==> src/rtl/loader_pkg.sv <==
// rtl/loader_pkg.sv - shared types and constants for the instruction RAM boot loader
package loader_pkg;

    // Stream framing widths: 16-bit little-endian word count, 8-bit additive checksum.
    localparam int HDR_W  = 16;
    localparam int CSUM_W = 8;

    typedef enum logic [2:0] {
        IDLE,
        HDR_LO,
        HDR_HI,
        DATA,
        CSUM,
        DONE,
        ERR
    } loader_state_t;

endpackage

==> src/rtl/imem_loader.sv <==
// rtl/imem_loader.sv - byte-stream loader that fills the instruction RAM and gates CPU reset
//
// Ports:
//   clk, rst_n            clock, synchronous active-low reset
//   start                 one-cycle pulse that begins a load (ignored while busy)
//   byte_valid/byte_data  host byte stream; byte_ready is the registered accept
//   we/waddr/wdata        instruction RAM write port, one pulse per assembled word
//   cpu_rst_n             core reset, released only after a checksum-verified image
//   busy/done/err         load status
module imem_loader
    import loader_pkg::*;
#(
    parameter int              ADDR_W    = 14,
    parameter logic [ADDR_W-1:0] BASE_ADDR = '0
) (
    input  logic              clk,
    input  logic              rst_n,
    input  logic              start,
    input  logic              byte_valid,
    input  logic [7:0]        byte_data,
    output logic              byte_ready,
    output logic              we,
    output logic [ADDR_W-1:0] waddr,
    output logic [31:0]       wdata,
    output logic              cpu_rst_n,
    output logic              busy,
    output logic              done,
    output logic              err
);

    localparam logic [31:0] MAX_WORDS = 32'd1 << ADDR_W;

    loader_state_t     state, state_d;
    logic [HDR_W-1:0]  n_words;
    logic [HDR_W-1:0]  word_idx;
    logic [1:0]        byte_idx;
    logic [CSUM_W-1:0] csum;
    logic [23:0]       word_buf;

    logic              accept;
    logic              start_taken;
    logic [HDR_W-1:0]  hdr_n;
    logic              hdr_ok;
    logic              last_word;

    assign accept      = byte_valid && byte_ready;
    assign start_taken = start && (state == IDLE || state == DONE || state == ERR);
    // The full count is only known as the high header byte is accepted.
    assign hdr_n       = {byte_data, n_words[7:0]};
    assign hdr_ok      = (hdr_n != '0) && ({16'd0, hdr_n} <= MAX_WORDS);
    assign last_word   = (word_idx + 16'd1) == n_words;

    always_comb begin
        state_d = state;
        case (state)
            IDLE, DONE, ERR: if (start) state_d = HDR_LO;
            HDR_LO:          if (accept) state_d = HDR_HI;
            HDR_HI:          if (accept) state_d = hdr_ok ? DATA : ERR;
            DATA:            if (accept && byte_idx == 2'd3 && last_word) state_d = CSUM;
            CSUM:            if (accept) state_d = (csum == byte_data) ? DONE : ERR;
            default:         state_d = IDLE;
        endcase
    end

    always_ff @(posedge clk) begin
        if (!rst_n) begin
            state      <= IDLE;
            n_words    <= '0;
            word_idx   <= '0;
            byte_idx   <= '0;
            csum       <= '0;
            word_buf   <= '0;
            byte_ready <= 1'b0;
            we         <= 1'b0;
            waddr      <= '0;
            wdata      <= '0;
            busy       <= 1'b0;
            done       <= 1'b0;
            err        <= 1'b0;
            cpu_rst_n  <= 1'b0;
        end else begin
            state <= state_d;
            we    <= 1'b0;

            // Status flags come from the next state so they are flop outputs
            // that never depend combinationally on byte_valid.
            byte_ready <= (state_d == HDR_LO) || (state_d == HDR_HI) ||
                          (state_d == DATA)   || (state_d == CSUM);
            busy       <= (state_d == HDR_LO) || (state_d == HDR_HI) ||
                          (state_d == DATA)   || (state_d == CSUM);
            done       <= (state_d == DONE);
            err        <= (state_d == ERR);
            cpu_rst_n  <= (state_d == DONE);

            if (start_taken) begin
                word_idx <= '0;
                byte_idx <= '0;
                csum     <= '0;
            end

            if (accept) begin
                case (state)
                    HDR_LO: n_words[7:0]  <= byte_data;
                    HDR_HI: n_words[15:8] <= byte_data;
                    DATA: begin
                        csum     <= csum + byte_data;
                        byte_idx <= byte_idx + 2'd1;
                        case (byte_idx)
                            2'd0: word_buf[7:0]   <= byte_data;
                            2'd1: word_buf[15:8]  <= byte_data;
                            2'd2: word_buf[23:16] <= byte_data;
                            default: begin
                                // Word complete: write goes out next cycle while
                                // the stream keeps flowing.
                                we       <= 1'b1;
                                waddr    <= BASE_ADDR + word_idx[ADDR_W-1:0];
                                wdata    <= {byte_data, word_buf};
                                word_idx <= word_idx + 16'd1;
                            end
                        endcase
                    end
                    default: ;
                endcase
            end
        end
    end

endmodule

==> config.mk <==
export PLATFORM = sky130hd
export DESIGN_NAME = imem_loader
export DESIGN_NICKNAME = d
export VERILOG_FILES = /design/src/rtl/loader_pkg.sv /design/src/rtl/imem_loader.sv
export SDC_FILE = /design/constraint.sdc
export NUM_CORES = 1
export LEC_CHECK = 0
export ABC_AREA = 1
export CAP_MARGIN = 20
export CELL_PAD_IN_SITES_DETAIL_PLACEMENT = 0
export CELL_PAD_IN_SITES_GLOBAL_PLACEMENT = 1
export CORE_UTILIZATION = 40
export CTS_BUF_LIST = sky130_fd_sc_hd__clkbuf_4 sky130_fd_sc_hd__clkbuf_8
export CTS_CLUSTER_DIAMETER = 40
export CTS_CLUSTER_SIZE = 8
export DETAILED_ROUTE_END_ITERATION = 8
export PLACE_DENSITY_LB_ADDON = 0.1
export REMOVE_ABC_BUFFERS = 1
export SYNTH_ARGS = -nofsm -noshare
export SYNTH_HDL_FRONTEND = slang
export SYNTH_SLANG_ARGS = --single-unit
==> constraint.sdc <==
create_clock -name clk -period 2.55 [get_ports clk]
set_clock_uncertainty 0.05 [all_clocks]
set_input_delay 0.3825 -clock clk [delete_from_list [all_inputs] [get_ports clk]]
set_output_delay 0.3825 -clock clk [all_outputs]
set_load 0.02 [all_outputs]
* After elaboration in Yosys (flattened, before gate mapping)
Index checks and enable logic that the tools add are counted.
** Word-level totals
- Bits in registers :: 119
- Logic and storage cells :: 78
- Bits of input ports :: 12
- Output and inout port bits :: 52
** Operators by class
- Equality and inequality tests :: 17
- $add $sub $neg :: 3
- Order comparisons :: 1
- Reductions and logical operators :: 22
- Muxes and demuxes :: 19
- Bitwise logic cells :: 1
** Operator list (count)
- 2-to-1 mux 16 bit :: 4
- 2-to-1 mux 8 bit :: 3
- == test 3 bit, second input constant :: 6
- 2-to-1 mux 3 bit :: 6
- adder 16 x 1 -> 16 bit, second input constant :: 1
- == test 16 bit :: 1
- less-or-equal comparator 16 x 15 -> 1 bit, second input constant :: 1
- nonzero test 16 bit :: 1
- case mux 3 bit (5 select lines) :: 1
- AND reduction 3 bit :: 5
- == test 3 x 2 -> 1 bit, second input constant :: 4
- adder 8 bit :: 1
- == test 8 bit :: 1
- 2-to-1 mux 2 bit :: 4
- == test 3 x 1 -> 1 bit, second input constant :: 2
- OR reduction 3 bit :: 2
- logical AND 1 bit :: 5
- logical OR 1 bit :: 5
- == test 2 bit, second input constant :: 2
- AND reduction 2 bit :: 2
- logical NOT 3 bit :: 1
- adder 2 x 1 -> 2 bit, second input constant :: 1
- == test 2 x 1 -> 1 bit, second input constant :: 1
- logical NOT 2 bit :: 1
- other kinds (2) :: 2

* Logic depth before layout (Yosys ltp)
- Depth in word-level cells :: 9
- Depth in mapped cells :: 17

* Worst setup path after synthesis
No wires, ideal clock.
- Path type :: input-to-reg
- Start :: input port byte_data[0]
- End :: register csum[6]
- Stages :: 12
- Data arrival time :: 1.925 ns
- Path slack :: 0.456 ns
- Path through :: ha_1 -> inv_1 -> fa_1 -> o21ai_0 -> nand2_1 -> nand2_1 -> a21oi_1 -> or2_2 -> nand3_1 -> o21ai_0 -> a21oi_1 -> nor2_1
** On the way
- Word-level cells in the longest chain between the ends :: 3
** RTL lines
- start, declared :: line imem_loader.sv:20 : input logic [7:0] byte_data,
- adder 8 bit :: line imem_loader.sv:106 : csum <= csum + byte_data;
- 2-to-1 mux 8 bit :: line imem_loader.sv:102 : case (state)
- 2-to-1 mux 8 bit :: line imem_loader.sv:101 : if (accept) begin
- end signal, assigned :: line imem_loader.sv:106
- end, declared :: line imem_loader.sv:37 : logic [CSUM_W-1:0] csum;
Every way passes these cells.
A chain may end at the register's enable or synchronous reset.

* Final worst setup path
Ends and elaborated chain as after synthesis.

==> impl_metrics.yaml <==
status:
  status: "finished, final reports clean"
clock_network:
  clk_pin_slew_ns: 0.07
  cts_root_buffer: "clkbuf_8"
  cts_tree: "done"
  cts_resized: 0
  cts_htree_levels: 4
  clk_latency_ns: 0.43
  cts_hold_buffers: 0
  numCtsBuffers: 17
  cts_buffer_depth: 2
  post_cts_buffers: 0
  cts_sinks: 119
final_layout:
  multi_input_area_sq_um: 2470
  diodes: 0
  final_area_sq_um: 6640
  seqCellArea_sq_um: 2380
  instances_no_fill: 972
  areaGrowthSynthToFinish_pct: 24.7
  fin_util_pct: 51.8
  drive_above_1_share_pct: 10.5
  fin_nets: 814
  fillers: 1313
synthesis:
  yosysWarningCount: 0
  synth_top_area_share_pct: 44.7
  ys_async_sr_fraction_pct: 0
  synth-seq-cells: 119
  yosysTopAreaCell: "dfxtp_1"
  synth_edf_count: 0
  netlist_area_sq_um: 5330
  yosysMostFrequentCell: "dfxtp_1"
  syn_inst: 712
  ys_types: 32
  syn_area_per_cell_sq_um: 7.48
  synth.area.top_cells: "dfxtp_1 (45%), o21ai_0 (10%), nand2_1 (8.2%)"
  synth_ff_type: "dfxtp_1"
  synth_top_cells_by_count: "dfxtp_1 (119), nand2_1 (117), o21ai_0 (108)"
  seq_area_frac_synth_pct: 44.7
floorplanning:
  start_util_pct: 41.5
  num_io_pins: 64
  rows: 41
  core_sq_um: 12800
  fp.dieH_um: 117
  dieWidth_um: 117
  dieArea_sq_um: 13800
timing:
  tightest_slew_ns: 0.786
  holdWs_ns: 0.373
  hold_viol_final: 0
  rsz0062_at_grt: "false"
  relSlewSlack_pct: 47.5
  post-route-min-period_ns: 2.26
  slew_viol_final: 0
  max_freq_ghz: 0.443
  setup_violations: 0
  period_share_pct: 88.5
setup_path:
  crit_arrival_ns: 2.53
  critPathLaunchType: "input port"
  cp.required_ns: 2.82
  cp-end-kind: "flop"
  worstSetupPathType: "input port to flop"
  cp_max_fo: 2
drt:
  drtIter0Drc: 285
  ant_nets: 0
  drc: 0
  drt_pre_antenna_iters: 5
  via_count: 4885
  wl_per_cell_um: 13.9
  routed_wl_um: 13500
  drt-vias-per-instance: 5.03
grt:
  first_global_vias: 4578
  grt_max_degree: 58
  grt_remaining_overflow: 0
  grt_pass1_wl_um: 22400
  grt_use_total_pct: 20.4
  antenna_found_initial: 0
placed_design:
  io_buffers: 63
  place_inst: 941
  hpwl_um: 9570
  placed_area_sq_um: 6230
  gp_congestion: 0.843
pwr:
  power.density_nw_per_um2: 596
  p_leak_nw: 2.65
  p_total_mw: 3.96
  ir_drop_mv: 0.553
hold_path:
  hp-class: "input port to flop"
job:
  max-cap-violations: 0
[through the flow]
stage	setup WS [ns]	setup TNS [ns]
4_1_cts	0.280	0
2_1_floorplan	-0.355	-14.90
3_3_place_gp	-0.116	-0.120
5_1_grt	0.0295	0
6_report	0.293	0
3_5_place_dp	-0.141	-0.192
[registers in the layout, indices dropped and copies added, names as in the netlist, 2 cells and up]
name,count
byte_idx,2
csum,8
n_words,16
state,3
waddr,14
wdata,32
word_buf,24
word_idx,16
[worst paths after layout]
path,slack (ns),endpoint,from,depth (start not counted)
max,0.29,csum[6]$_SDFF_PN0_,byte_data[0],13
min,0.37,csum[4]$_SDFF_PN0_,rst_n,4
max reg2reg,0.39,csum[6]$_SDFF_PN0_,csum[0]$_SDFF_PN0_,12
min reg2reg,0.39,wdata[23]$_SDFFE_PN0P_,word_buf[23]$_SDFFE_PN0P_,2
[routing by layer]
metal  GRT usage [%]  vias to the layer above  part of all wire [%]
met1            27.2                     2256                    51
met2            32.5                       92                    45
li1                -                     2526                     -
met3            4.43                       11                   3.2
met5               0                        -                     0
met4            6.90                        0                   1.1
[worst max-delay path, stage by stage]
cell	delay (ns)
clkdlybuf4s50_1	0.50
ha_1	0.18
inv_1	0.06
fa_1	0.38
o21ai_0	0.24
nand2_1	0.08
nand2_1	0.06
a21oi_1	0.07
or2_2	0.27
nand3_1	0.06
o21ai_0	0.08
a21oi_1	0.12
nor2_1	0.04
[layout make-up]
type	count	share of cell area, %
multi-input cells	474	37.2
clock inverters	9	1.88
well taps	172	3.24
clock buffers	22	4.28
inverters	87	4.92
repair buffers	89	12.5
flip-flops and latches	119	35.9
[report_power, final]
group          leakage (nW)  switching, mW  internal [mW]  total (mW)
combinational          1.48          0.182          0.107       0.289
sequential            0.960         0.0193           1.88        1.90
clock                 0.209          0.733           1.04        1.77
total                  2.65          0.934           3.02        3.96
[layout by cell type (no fill, tap or decap), types with 2 or more instances in the layout]
cell type	Yosys	routed
clkbuf_4	0	3
nand3_2	3	3
or2_2	2	2
a211oi_1	5	5
clkbuf_8	0	19
clkinvlp_4	0	2
a21oi_1	61	61
xnor3_1	2	2
o21ai_1	2	2
buf_4	3	25
nor4_1	2	2
nand2_1	117	117
nand2_2	6	6
dfxtp_1	119	117
inv_1	85	85
nor2_1	27	25
clkdlybuf4s50_1	0	62
ha_1	13	13
nand3b_1	4	4
nand4_1	11	11
dfxtp_2	0	2
nor2_2	5	7
clkinv_2	0	4
o22ai_1	5	5
o21ai_0	108	108
xnor2_1	2	2
bufinv_16	0	3
nor3_1	6	6
nor2_4	5	5
xor2_1	3	3
nand3_1	83	83
[kinds of logic (layout without fill, tap and decap cells)]
family          Yosys count  in the layout  synth area share [%]
compound gates          182            182                  17.5
xor+xnor                  7              7                  1.67
flops                   119            119                  44.7
buf+inv                 119            207                  8.90
fa+ha+maj                14             14                  3.43
simple gates            271            271                  23.8
(Power assumes the default switching activity.)
